**src/rtl/axi4_monitor_pkg.sv**
```systemverilog
// Shared types and constants for the passive AXI4 transaction monitor.
package axi4_monitor_pkg;

  typedef enum logic [1:0] {
    RESP_OKAY   = 2'd0,
    RESP_EXOKAY = 2'd1,
    RESP_SLVERR = 2'd2,
    RESP_DECERR = 2'd3
  } axi_resp_e;

  localparam int ERR_WLAST         = 0;
  localparam int ERR_RLAST         = 1;
  localparam int ERR_ORPHAN_B      = 2;
  localparam int ERR_ORPHAN_R      = 3;
  localparam int ERR_OVERFLOW      = 4;
  localparam int ERR_RLAST_MISSING = 5;
  localparam int ERR_W             = 6;

  function automatic logic [1:0] resp_max(input logic [1:0] a, input logic [1:0] b);
    return (a > b) ? a : b;
  endfunction

endpackage

```
**src/rtl/axi4_if.sv**
```systemverilog
// AXI4 bus bundle; the monitor modport observes every signal as an input.
interface axi4_if #(
  parameter int ADDR_W = 32,
  parameter int DATA_W = 128,
  parameter int ID_W   = 4
) ();
  logic [ID_W-1:0]   awid;   logic [ADDR_W-1:0] awaddr; logic [7:0] awlen;
  logic              awvalid; logic awready;
  logic [DATA_W-1:0] wdata;  logic wlast; logic wvalid; logic wready;
  logic [ID_W-1:0]   bid;    logic [1:0] bresp; logic bvalid; logic bready;
  logic [ID_W-1:0]   arid;   logic [ADDR_W-1:0] araddr; logic [7:0] arlen;
  logic              arvalid; logic arready;
  logic [ID_W-1:0]   rid;    logic [DATA_W-1:0] rdata; logic [1:0] rresp;
  logic              rlast;  logic rvalid; logic rready;

  modport monitor (
    input awid, awaddr, awlen, awvalid, awready,
    input wdata, wlast, wvalid, wready,
    input bid, bresp, bvalid, bready,
    input arid, araddr, arlen, arvalid, arready,
    input rid, rdata, rresp, rlast, rvalid, rready
  );
endinterface

```
**src/rtl/axi4_mon_fifo.sv**
```systemverilog
// Small synchronous FIFO; a push into a full FIFO is dropped unless a pop frees a slot that cycle.
module axi4_mon_fifo #(
  parameter int WIDTH = 8,
  parameter int DEPTH = 4
) (
  input  logic             clk_i,
  input  logic             rstn_i,
  input  logic             push_i,
  input  logic [WIDTH-1:0] din_i,
  input  logic             pop_i,
  output logic [WIDTH-1:0] dout_o,
  output logic             full_o,
  output logic             empty_o,
  output logic             ovf_o
);
  localparam int PTRW = (DEPTH > 1) ? $clog2(DEPTH) : 1;
  localparam int CW   = $clog2(DEPTH + 1);

  logic [DEPTH-1:0][WIDTH-1:0] mem_q;
  logic [PTRW-1:0] rd_q, wr_q;
  logic [CW-1:0]   cnt_q;
  logic            do_push, do_pop;

  assign full_o  = (cnt_q == CW'(DEPTH));
  assign empty_o = (cnt_q == '0);
  assign do_pop  = pop_i && !empty_o;
  assign do_push = push_i && (!full_o || do_pop);
  assign ovf_o   = push_i && full_o && !do_pop;
  assign dout_o  = mem_q[rd_q];

  function automatic logic [PTRW-1:0] nxt(input logic [PTRW-1:0] p);
    return (p == PTRW'(DEPTH - 1)) ? '0 : p + PTRW'(1);
  endfunction

  always_ff @(posedge clk_i or negedge rstn_i) begin
    if (!rstn_i) begin
      rd_q  <= '0;
      wr_q  <= '0;
      cnt_q <= '0;
    end else begin
      if (do_push) wr_q <= nxt(wr_q);
      if (do_pop)  rd_q <= nxt(rd_q);
      if (do_push && !do_pop)      cnt_q <= cnt_q + CW'(1);
      else if (do_pop && !do_push) cnt_q <= cnt_q - CW'(1);
    end
  end

  always_ff @(posedge clk_i) begin
    if (do_push) mem_q[wr_q] <= din_i;
  end
endmodule

```
**src/rtl/axi4_txn_monitor.sv**
```systemverilog
// Passive AXI4 monitor: pairs AW with W bursts, tracks B/R per ID, flags protocol errors.
module axi4_txn_monitor
  import axi4_monitor_pkg::*;
#(
  parameter int AXI4_ADDRESS_WIDTH = 32,
  parameter int AXI4_DATA_WIDTH    = 128,
  parameter int AXI4_ID_WIDTH      = 4,
  parameter int MAX_OUTSTANDING    = 8,
  parameter int MAX_PER_ID         = 4
) (
  input  logic                     clk,
  input  logic                     rstn,
  axi4_if.monitor                  monitor,
  input  logic                     err_clr,
  output logic                     wr_done,
  output logic [AXI4_ID_WIDTH-1:0] wr_done_id,
  output logic [1:0]               wr_done_resp,
  output logic                     rd_done,
  output logic [AXI4_ID_WIDTH-1:0] rd_done_id,
  output logic [1:0]               rd_done_resp,
  output logic [ERR_W-1:0]         err
);
  localparam int NID = 1 << AXI4_ID_WIDTH;
  localparam int PW  = $clog2(MAX_PER_ID + 1);

  typedef struct packed {
    logic [AXI4_ID_WIDTH-1:0] id;
    logic [7:0]               len;
  } aw_ent_t;

  logic [AXI4_ADDRESS_WIDTH-1:0] unused_addr;
  logic [AXI4_DATA_WIDTH-1:0]    unused_data;
  logic                          unused_aw_full, unused_wb_full;
  logic [NID-1:0]                unused_ar_full;
  assign unused_addr = monitor.awaddr ^ monitor.araddr;
  assign unused_data = monitor.wdata ^ monitor.rdata;

  logic aw_hs, w_hs, b_hs, ar_hs, r_hs;
  assign aw_hs = monitor.awvalid && monitor.awready;
  assign w_hs  = monitor.wvalid  && monitor.wready;
  assign b_hs  = monitor.bvalid  && monitor.bready;
  assign ar_hs = monitor.arvalid && monitor.arready;
  assign r_hs  = monitor.rvalid  && monitor.rready;

  // Write path: AW and completed W bursts queue independently, then pair up.
  aw_ent_t    aw_din, aw_head;
  logic [8:0] w_cnt_q, wb_head;
  logic       aw_empty, wb_empty, aw_ovf, wb_ovf, pair;
  assign aw_din = '{id: monitor.awid, len: monitor.awlen};
  assign pair   = !aw_empty && !wb_empty;

  axi4_mon_fifo #(.WIDTH($bits(aw_ent_t)), .DEPTH(MAX_OUTSTANDING)) u_aw_fifo (
    .clk_i(clk), .rstn_i(rstn), .push_i(aw_hs), .din_i(aw_din), .pop_i(pair),
    .dout_o(aw_head), .full_o(unused_aw_full), .empty_o(aw_empty), .ovf_o(aw_ovf));

  axi4_mon_fifo #(.WIDTH(9), .DEPTH(MAX_OUTSTANDING)) u_wb_fifo (
    .clk_i(clk), .rstn_i(rstn), .push_i(w_hs && monitor.wlast), .din_i(w_cnt_q + 9'd1),
    .pop_i(pair), .dout_o(wb_head), .full_o(unused_wb_full), .empty_o(wb_empty), .ovf_o(wb_ovf));

  logic [NID-1:0][PW-1:0] b_pend_q, b_pend_d;
  logic b_ok, orphan_b, bpend_ovf, wlen_err;

  always_comb begin
    b_pend_d  = b_pend_q;
    b_ok      = 1'b0;
    orphan_b  = 1'b0;
    bpend_ovf = 1'b0;
    wlen_err  = pair && (wb_head != {1'b0, aw_head.len} + 9'd1);
    if (b_hs) begin
      if (b_pend_q[monitor.bid] == '0) orphan_b = 1'b1;
      else begin
        b_ok = 1'b1;
        b_pend_d[monitor.bid] = b_pend_q[monitor.bid] - PW'(1);
      end
    end
    // A same-cycle B on the same ID frees the slot, so the increment still fits.
    if (pair) begin
      if (b_pend_q[aw_head.id] == PW'(MAX_PER_ID) && !(b_ok && monitor.bid == aw_head.id))
        bpend_ovf = 1'b1;
      else
        b_pend_d[aw_head.id] = b_pend_d[aw_head.id] + PW'(1);
    end
  end

  // Read path: one ARLEN queue per ID so R beats may interleave across IDs.
  logic [NID-1:0]          ar_push, ar_pop, ar_empty, ar_ovf;
  logic [NID-1:0][7:0]     ar_head;
  logic [NID-1:0][8:0]     r_cnt_q, r_cnt_d;
  logic [NID-1:0][1:0]     acc_q, acc_d;
  logic [8:0]              beats;
  logic [1:0]              resp_new;
  logic                    rd_fire, orphan_r, rlen_err, rmiss;

  for (genvar g = 0; g < NID; g++) begin : g_arq
    assign ar_push[g] = ar_hs && (monitor.arid == AXI4_ID_WIDTH'(g));
    axi4_mon_fifo #(.WIDTH(8), .DEPTH(MAX_PER_ID)) u_arq (
      .clk_i(clk), .rstn_i(rstn), .push_i(ar_push[g]), .din_i(monitor.arlen),
      .pop_i(ar_pop[g]), .dout_o(ar_head[g]), .full_o(unused_ar_full[g]),
      .empty_o(ar_empty[g]), .ovf_o(ar_ovf[g]));
  end

  always_comb begin
    r_cnt_d  = r_cnt_q;
    acc_d    = acc_q;
    ar_pop   = '0;
    rd_fire  = 1'b0;
    orphan_r = 1'b0;
    rlen_err = 1'b0;
    rmiss    = 1'b0;
    beats    = r_cnt_q[monitor.rid] + 9'd1;
    resp_new = resp_max(acc_q[monitor.rid], monitor.rresp);
    if (r_hs) begin
      if (ar_empty[monitor.rid]) orphan_r = 1'b1;
      else if (monitor.rlast) begin
        rlen_err = (beats != {1'b0, ar_head[monitor.rid]} + 9'd1);
        ar_pop[monitor.rid]  = 1'b1;
        r_cnt_d[monitor.rid] = '0;
        acc_d[monitor.rid]   = '0;
        rd_fire = 1'b1;
      end else begin
        rmiss = (beats == {1'b0, ar_head[monitor.rid]} + 9'd1);
        r_cnt_d[monitor.rid] = beats;
        acc_d[monitor.rid]   = resp_new;
      end
    end
  end

  logic [ERR_W-1:0] err_set, err_q;
  always_comb begin
    err_set = '0;
    err_set[ERR_WLAST]         = wlen_err;
    err_set[ERR_RLAST]         = rlen_err;
    err_set[ERR_ORPHAN_B]      = orphan_b;
    err_set[ERR_ORPHAN_R]      = orphan_r;
    err_set[ERR_OVERFLOW]      = aw_ovf || wb_ovf || (|ar_ovf) || bpend_ovf;
    err_set[ERR_RLAST_MISSING] = rmiss;
  end

  always_ff @(posedge clk or negedge rstn) begin
    if (!rstn) begin
      w_cnt_q      <= '0;
      b_pend_q     <= '0;
      r_cnt_q      <= '0;
      acc_q        <= '0;
      err_q        <= '0;
      wr_done      <= 1'b0;
      wr_done_id   <= '0;
      wr_done_resp <= '0;
      rd_done      <= 1'b0;
      rd_done_id   <= '0;
      rd_done_resp <= '0;
    end else begin
      if (w_hs) w_cnt_q <= monitor.wlast ? 9'd0 : w_cnt_q + 9'd1;
      b_pend_q <= b_pend_d;
      r_cnt_q  <= r_cnt_d;
      acc_q    <= acc_d;
      err_q    <= (err_clr ? '0 : err_q) | err_set;
      wr_done  <= b_ok;
      rd_done  <= rd_fire;
      if (b_ok) begin
        wr_done_id   <= monitor.bid;
        wr_done_resp <= monitor.bresp;
      end
      if (rd_fire) begin
        rd_done_id   <= monitor.rid;
        rd_done_resp <= resp_new;
      end
    end
  end

  assign err = err_q;
endmodule

```
**src/flat_wrapper.sv**
```systemverilog
// flat-port wrapper written by rule: the top's interface ports become plain ports
module axi4_txn_monitor_flat import axi4_monitor_pkg::*;
#(
  parameter int AXI4_ADDRESS_WIDTH = 32,
  parameter int AXI4_DATA_WIDTH    = 128,
  parameter int AXI4_ID_WIDTH      = 4,
  parameter int MAX_OUTSTANDING    = 8,
  parameter int MAX_PER_ID         = 4
)
  (clk, rstn, err_clr, wr_done, wr_done_id, wr_done_resp, rd_done, rd_done_id, rd_done_resp, err, monitor_awid, monitor_awaddr, monitor_awlen, monitor_awvalid, monitor_awready, monitor_wdata, monitor_wlast, monitor_wvalid, monitor_wready, monitor_bid, monitor_bresp, monitor_bvalid, monitor_bready, monitor_arid, monitor_araddr, monitor_arlen, monitor_arvalid, monitor_arready, monitor_rid, monitor_rdata, monitor_rresp, monitor_rlast, monitor_rvalid, monitor_rready);
  axi4_if monitor_i ();
  input  logic clk;
  input  logic rstn;
  input  logic err_clr;
  output logic wr_done;
  output logic [AXI4_ID_WIDTH-1:0] wr_done_id;
  output logic [1:0] wr_done_resp;
  output logic rd_done;
  output logic [AXI4_ID_WIDTH-1:0] rd_done_id;
  output logic [1:0] rd_done_resp;
  output logic [ERR_W-1:0] err;
  input wire logic [$bits(monitor_i.awid)-1:0] monitor_awid;
  input wire logic [$bits(monitor_i.awaddr)-1:0] monitor_awaddr;
  input wire logic [$bits(monitor_i.awlen)-1:0] monitor_awlen;
  input wire logic [$bits(monitor_i.awvalid)-1:0] monitor_awvalid;
  input wire logic [$bits(monitor_i.awready)-1:0] monitor_awready;
  input wire logic [$bits(monitor_i.wdata)-1:0] monitor_wdata;
  input wire logic [$bits(monitor_i.wlast)-1:0] monitor_wlast;
  input wire logic [$bits(monitor_i.wvalid)-1:0] monitor_wvalid;
  input wire logic [$bits(monitor_i.wready)-1:0] monitor_wready;
  input wire logic [$bits(monitor_i.bid)-1:0] monitor_bid;
  input wire logic [$bits(monitor_i.bresp)-1:0] monitor_bresp;
  input wire logic [$bits(monitor_i.bvalid)-1:0] monitor_bvalid;
  input wire logic [$bits(monitor_i.bready)-1:0] monitor_bready;
  input wire logic [$bits(monitor_i.arid)-1:0] monitor_arid;
  input wire logic [$bits(monitor_i.araddr)-1:0] monitor_araddr;
  input wire logic [$bits(monitor_i.arlen)-1:0] monitor_arlen;
  input wire logic [$bits(monitor_i.arvalid)-1:0] monitor_arvalid;
  input wire logic [$bits(monitor_i.arready)-1:0] monitor_arready;
  input wire logic [$bits(monitor_i.rid)-1:0] monitor_rid;
  input wire logic [$bits(monitor_i.rdata)-1:0] monitor_rdata;
  input wire logic [$bits(monitor_i.rresp)-1:0] monitor_rresp;
  input wire logic [$bits(monitor_i.rlast)-1:0] monitor_rlast;
  input wire logic [$bits(monitor_i.rvalid)-1:0] monitor_rvalid;
  input wire logic [$bits(monitor_i.rready)-1:0] monitor_rready;
  assign monitor_i.awid = monitor_awid;
  assign monitor_i.awaddr = monitor_awaddr;
  assign monitor_i.awlen = monitor_awlen;
  assign monitor_i.awvalid = monitor_awvalid;
  assign monitor_i.awready = monitor_awready;
  assign monitor_i.wdata = monitor_wdata;
  assign monitor_i.wlast = monitor_wlast;
  assign monitor_i.wvalid = monitor_wvalid;
  assign monitor_i.wready = monitor_wready;
  assign monitor_i.bid = monitor_bid;
  assign monitor_i.bresp = monitor_bresp;
  assign monitor_i.bvalid = monitor_bvalid;
  assign monitor_i.bready = monitor_bready;
  assign monitor_i.arid = monitor_arid;
  assign monitor_i.araddr = monitor_araddr;
  assign monitor_i.arlen = monitor_arlen;
  assign monitor_i.arvalid = monitor_arvalid;
  assign monitor_i.arready = monitor_arready;
  assign monitor_i.rid = monitor_rid;
  assign monitor_i.rdata = monitor_rdata;
  assign monitor_i.rresp = monitor_rresp;
  assign monitor_i.rlast = monitor_rlast;
  assign monitor_i.rvalid = monitor_rvalid;
  assign monitor_i.rready = monitor_rready;
  axi4_txn_monitor #(.AXI4_ADDRESS_WIDTH(AXI4_ADDRESS_WIDTH), .AXI4_DATA_WIDTH(AXI4_DATA_WIDTH), .AXI4_ID_WIDTH(AXI4_ID_WIDTH), .MAX_OUTSTANDING(MAX_OUTSTANDING), .MAX_PER_ID(MAX_PER_ID)) u_core (.clk(clk), .rstn(rstn), .monitor(monitor_i), .err_clr(err_clr), .wr_done(wr_done), .wr_done_id(wr_done_id), .wr_done_resp(wr_done_resp), .rd_done(rd_done), .rd_done_id(rd_done_id), .rd_done_resp(rd_done_resp), .err(err));
endmodule
```
**config.mk**
```make
export PLATFORM = sky130hd
export DESIGN_NAME = axi4_txn_monitor_flat
export DESIGN_NICKNAME = d
export VERILOG_FILES = /design/src/rtl/axi4_monitor_pkg.sv /design/src/rtl/axi4_if.sv /design/src/rtl/axi4_mon_fifo.sv /design/src/rtl/axi4_txn_monitor.sv /design/src/flat_wrapper.sv
export SDC_FILE = /design/constraint.sdc
export NUM_CORES = 2
export LEC_CHECK = 0
export ABC_AREA = 1
export CORE_ASPECT_RATIO = 0.9
export CORE_UTILIZATION = 45
export CTS_BUF_LIST = sky130_fd_sc_hd__clkbuf_16
export DETAILED_ROUTE_END_ITERATION = 8
export PLACE_DENSITY = 0.74
export SLEW_MARGIN = 20
export SYNTH_ARGS = -nofsm -noshare
export SYNTH_HDL_FRONTEND = slang
export SYNTH_SLANG_ARGS = --single-unit
export TNS_END_PERCENT = 30
```
**constraint.sdc**
```tcl
create_clock -name clk -period 10.8 [get_ports clk]
set_input_delay 1.62 -clock clk [delete_from_list [all_inputs] [get_ports clk]]
set_output_delay 1.62 -clock clk [all_outputs]
set_load 0.05 [all_outputs]
```
==> Yosys cells after proc, flatten, opt, wreduce, memory -nomap -nowiden <==
Cells that the tools add are included.
{ "word_totals": {"register_bits": 1065, "elab_cells": 917, "inputBits": 371, "out_inout_bits": 20} }
{ "op_classes": {"magnitude_cmp": 61, "bitwise_logic": 6, "n_mux": 219, "add_sub_neg": 78, "n_reduce_logical": 289, "eq_ne": 74} }
{ "op_table": {"columns": ["operator", "count"], "rows": [
  ["$bwmux W32", 17],
  ["$mux W8", 33],
  ["$bmux W8 S2", 16],
  ["$demux W8 S2", 16],
  ["$mux W48", 4],
  ["$logic_and A1 B1 Y1", 155],
  ["$and A144 B144 Y144", 1],
  ["$bwmux W144", 1],
  ["$mux W144", 1],
  ["$not A144 Y144", 1],
  ["$mux W3", 41],
  ["$bwmux W48", 2],
  ["$bwmux W96", 1],
  ["$lt A2 B3 Y1 const B", 32],
  ["$logic_not A1 Y1", 73],
  ["$bwmux W72", 1],
  ["$mux W2", 35],
  ["$add A2 B1 Y2 const B", 32],
  ["$eq A2 B2 Y1 const B", 32],
  ["$add A3 B1 Y3 const B", 21],
  ["$eq A3 B3 Y1 const B", 21],
  ["$logic_not A3 Y1", 17],
  ["$sub A3 B1 Y3 const B", 17],
  ["$mux W16", 3],
  ["other kinds (45)", 154]
]} }

==> Depth between registers and ports, before layout <==
{ "depth": {"ltp_word": 14, "depth_mapped": 28, "depth_no_buf": 24} }

==> By module <==
Synthesis repeated with hierarchy kept, for this count alone.
{ "unflattened": {"hier_cells": 5516, "area_unflattened_um2": 52658.0} }
{ "by_module_without_submodules": {"columns": ["mod", "seq_area_each_um2", "instances", "cells_per_inst", "area_each_um2"], "rows": [
  ["axi4_mon_fifo at u_core.g_arq[0].u_arq ...", 1136.1, 15, 156, 1790.5],
  ["axi4_txn_monitor", 6331.1, 1, 2273, 15855.2],
  ["axi4_mon_fifo at u_core.u_aw_fifo", 3133.0, 1, 414, 4501.8],
  ["axi4_mon_fifo at u_core.u_wb_fifo", 2412.3, 1, 333, 3599.7],
  ["axi4_mon_fifo at u_core.g_arq[9].u_arq", 1136.1, 1, 156, 1844.3]
]} }

==> Least setup slack after synthesis <==
Ideal clock, no wire load.
{ "synth_path": {"kind": "input port to flip-flop", "start": "input monitor_bid[1]", "end": "register u_core.b_pend_q[28] in the netlist's numbering", "setup_ps": 136, "required_ps": 10664, "slack_ps": 5382, "path_stages": 27, "arrival_ps": 5283, "path_cell_list": "buf_4 -> nor2_4 -> clkinv_1 -> o22ai_1 -> o21ai_0 -> nand2_1 -> nor2_4 -> buf_4 -> ha_1 -> ha_1 -> nor2_2 -> inv_1 -> buf_2 -> nor2_1 -> nand2_1 -> nand2_1 -> o21a_1 -> o22ai_1 -> o21a_1 -> nor2_1 -> nand2_2 -> buf_4 -> inv_1 -> ha_1 -> inv_1 -> clkbuf_1 -> o21ai_0"} }
{ "synth_rtl": {"columns": ["element", "line_no", "rtl"], "rows": [
  ["start, declared", "flat_wrapper.sv:31", "input wire logic [$bits(monitor_i.bid)-1:0] monitor_bid;"],
  ["end signal, assigned", "axi4_txn_monitor.sv:154", "b_pend_q <= b_pend_d;"],
  ["end, declared", "axi4_txn_monitor.sv:60", "logic [NID-1:0][PW-1:0] b_pend_q, b_pend_d;"]
]} }

==> impl_results.md <==
* Vias at 36,150
* Syn Nets at 5,599
* CTS tree: yes
* Skew-Pair Late Insertion Delay at 0.70 ns
* Most frequent cells after synthesis: 1,346 x nand2_1, 680 x edfxtp_1, 513 x inv_1, 467 x nor2_1, 427 x o21ai_0
* Startpoint type of the worst setup path: input port
* Met3 GRT Util at 0.04069
* Vias per cell at 5.403
* Drt pass-1 iters at 8
* Rel. slew slack at 0.2352
* Design Power at 13,370 uW
* Largest net degree at the start of global routing at 110
* Total length of routed wires at 126,300 microns
* Compound-cell area share of the yosys netlist at 0.08118
* Comb power frac at 0.312
* WP buf/inv at 4
* # nets final at 5,644
* Minimum clock period at 7.593 ns
* ANT nets after route at 0
* Number of synthesized flops with an enable pin at 680
* DRT iter0 DRCs at 3,818
* Area Growth Syn to Fin at 11.06%
* Synth Area in XOR/XNOR at 0.01119
* Busiest grt layer: met2
* Dpl hpwl at 80,660 microns
* Yosys top cell area share at 0.4112
* Fraction of registers with async set/reset at 0.3615
* Pleak at 0.02287 uW
* Post-Syn Area per Cell at 9.756 sq um
* Die ar. at 111,700 sq um
* Final period util at 0.7031
* #FFs+latches synth at 1,065
* Switching power at 4943 uW
* Crit-path cells: clkdlybuf4s50_1 -> nor2_4 -> clkinv_1 -> o22ai_1 -> o21ai_1 -> nand2_1 -> nor2_4 -> ha_1 -> ha_1 -> nor2_2 -> inv_1 -> nor2_2 -> nand3_1 -> nand2_1 -> nand2_1 -> o21ai_1 -> o21a_1 -> nor2_1 -> nand2_2 -> inv_1 -> ha_1 -> xnor2_2 -> o21ai_0
* Max frequency at 131.7 MHz
* Cell Area, Synth at 49,660 sq um
* Postcts setup bufs at 0
* Clk slew on worst S/H paths at 0.06 ns
* CP required at 11.31 ns
* Slowest stage delay, CP at 0.86 ns
* Max VDD drop at 0.3381 mV
* CP arrival at 8.11 ns
* Top post-synthesis cells by area: edfxtp_1 41%, dfrtp_1 19%, nand2_1 10%
* Count leader, synth: nand2_1
* Cell taking the most area after synthesis: edfxtp_1
* Met1 usage at 0.3097
* Mux cell area share after synthesis at 0.01083
* Register area share after synthesis at 0.6052
* Global-route wire length before repair at 194,600 microns
* Clk network pwr share at 0.282
* Final hold violation count at 0
* Largest family of logic cells by synthesized area: simple AND/OR/NAND/NOR gates
* Tot GR Track Use at 0.2230
* Synth warn at 0
* Die height at 317.1 microns
* # clock sinks at 1,065
* CTS Root Buffer Type: clkbuf_16
* Seq pwr share at 0.406
* Initial Util at 0.4541
* Switching share of total power at 0.3698
* Maximum root-to-sink buffer count at 3
* Setup violators final at 0
* Worst Setup Path Type: in2reg
* Setup crit end kind: flop
* Core footprint at 109,400 sq um
* Post-Synth Simple-Gate Area at 0.1943
* H-tree Lvls at 3
* Ys flop type: edfxtp_1
* Worst Skew at 0.03125 ns
* # DRC at 0
* Vias in the first global route at 34,390
* GPL Wtd Cong at 0.9657
* Chip width at 352.2 microns
* Grt total ovfl at 0
* Power per Cell Area at 242.4 nW/um^2
* Slowest CP cell: xnor2_2
* Pins over their slew limit at 0
* Outcome: finished, final reports clean
* Drt wl/cell at 18.88 microns
* Layout cells sized above 1 at 0.06312
* MaxCap Viol Count at 0
* Post_cts resized at 0
* Cells after synthesis at 5,090
* Slew @ Worst Pin at 1.146 ns
* Clock buffer count from CTS at 109
* Synth cell types at 57
* Cell family with most CP delay: simple AND/OR/NAND/NOR gates
* Met2 Track Usage GR at 0.3486
* RSZ-0062 raised after global routing: false
* Max FO, Critical Path at 17
* Cell Int Power at 8424 uW
* Floorplan row count at 115
* Antenna violations before repair at 1
* Setup TNS at 0 ns
* PortBufs at 70
* Synth Area in Adders at 0.03749
* Ports at 391
* # hold bufs at CTS at 0
* Worst hold path type: reg2reg
## final timing paths
path / from / end / slack, ns / depth (start not counted)
worst max-delay path: monitor_bid[1] / u_core.b_pend_q[11]$_DFF_PN0_ / 3.21 / 23
worst min-delay path: u_core.wr_done_resp[0]$_DFFE_PN0P_ / u_core.wr_done_resp[0]$_DFFE_PN0P_ / 0.47 / 2
worst max register to register: u_core.b_pend_q[9]$_DFF_PN0_ / u_core.b_pend_q[11]$_DFF_PN0_ / 5.47 / 21
worst min register to register: u_core.wr_done_resp[0]$_DFFE_PN0P_ / u_core.wr_done_resp[0]$_DFFE_PN0P_ / 0.47 / 2
max in group asynchronous: rstn / u_core.b_pend_q[5]$_DFF_PN0_ / 7.46 / 3
min in group asynchronous: rstn / u_core.g_arq[12].u_arq.rd_q[1]$_DFFE_PN0P_ / 0.94 / 1
## final cells by class
cell class	instances	area, sq um
diodes	1	2.502
repair buffers	109	958.4
clock buffers	112	2803
flip-flops and latches	1065	30050
clock inverters	92	764.5
well taps	1462	1829
multi-input cells	3293	16640
fillers	9595	54210
inverters	557	2098
## power groups by stage
stage,registers (uW),logic [uW],clock network (uW)
CTS,5420,4120,3810
global route,5510,4630,3970
global placement,5470,3960,0
finish,5430,4170,3770
detailed placement,5490,4090,0
floorplan,5360,3050,0
## layout by cell type (no fill, tap or decap), types with 9 or more instances in the layout
| master | synthesis | final |
|---|---|---|
| o21ai_1 | 47 | 47 |
| nor2_2 | 18 | 20 |
| xnor2_1 | 22 | 22 |
| clkinv_2 | 0 | 25 |
| clkdlybuf4s50_1 | 0 | 61 |
| a22oi_1 | 19 | 19 |
| clkbuf_16 | 0 | 112 |
| ha_1 | 120 | 120 |
| mux2i_1 | 29 | 29 |
| o22ai_1 | 77 | 77 |
| clkinv_1 | 20 | 40 |
| or2_2 | 9 | 9 |
| nor3_1 | 23 | 23 |
| nor2_1 | 467 | 465 |
| nand4_1 | 45 | 45 |
| xor2_1 | 37 | 37 |
| inv_1 | 513 | 534 |
| mux2_2 | 22 | 22 |
| inv_2 | 21 | 23 |
| nor2_4 | 12 | 12 |
| o21a_1 | 42 | 42 |
| nand2_1 | 1346 | 1346 |
| nand2_2 | 11 | 11 |
| edfxtp_1 | 680 | 680 |
| fa_1 | 18 | 18 |
| o21ai_0 | 427 | 427 |
| dfrtp_1 | 385 | 385 |
| a21oi_1 | 59 | 59 |
| buf_4 | 14 | 39 |
| bufinv_16 | 0 | 13 |
| nand3_1 | 375 | 375 |
## cells by family (layout without fill, tap and decap cells)
kind of cell | count (synthesis) | in the layout
adder cells (fa/ha/maj) | 138 | 138
AO/OA/AOI/OAI | 719 | 719
other | 0 | 1
XOR/XNOR | 61 | 61
flip-flops | 1065 | 1065
AND/OR/NAND/NOR | 2324 | 2324
buffers and inverters | 732 | 870
multiplexers | 51 | 51
## layer usage
layer	share of wire	vias to the layer above
li1	-	17030
met5	0.00010	-
met1	0.43	17380
met3	0.087	270
met2	0.45	1469
met4	0.035	2
## state kept, by name, summed over array words and instances, names as in the netlist, 6 cells and up
register and flops:
u_core.acc_q 32, u_core.b_pend_q 48, u_core.err 6, u_core.g_arq.u_arq.cnt_q 48
u_core.g_arq.u_arq.mem_q 512, u_core.g_arq.u_arq.rd_q 32, u_core.g_arq.u_arq.wr_q 32, u_core.r_cnt_q 144
u_core.u_aw_fifo.mem_q 96, u_core.u_wb_fifo.mem_q 72, u_core.w_cnt_q 9
## through the flow
stage	cell area [sq um]	hold slack, ns	worst slack (ns)	cells	util
final	55150	0.4748	3.207	6691	0.5043
after global routing	55150	0.4979	2.858	6690	0.5043
after CTS	55140	0.4790	3.461	6690	0.5042
after detailed placement	51570	0.4635	2.689	6486	0.4716
after global placement	51570	0.4589	2.758	6486	0.4716
after floorplan	49660	0.4427	5.382	5090	-
## tightest hold or removal path, cell delays in order (launching register included)
cell and delay [ns]:
dfrtp_1 0.34, nand2_1 0.05, nand2_1 0.05
(Power assumes the default switching activity.)
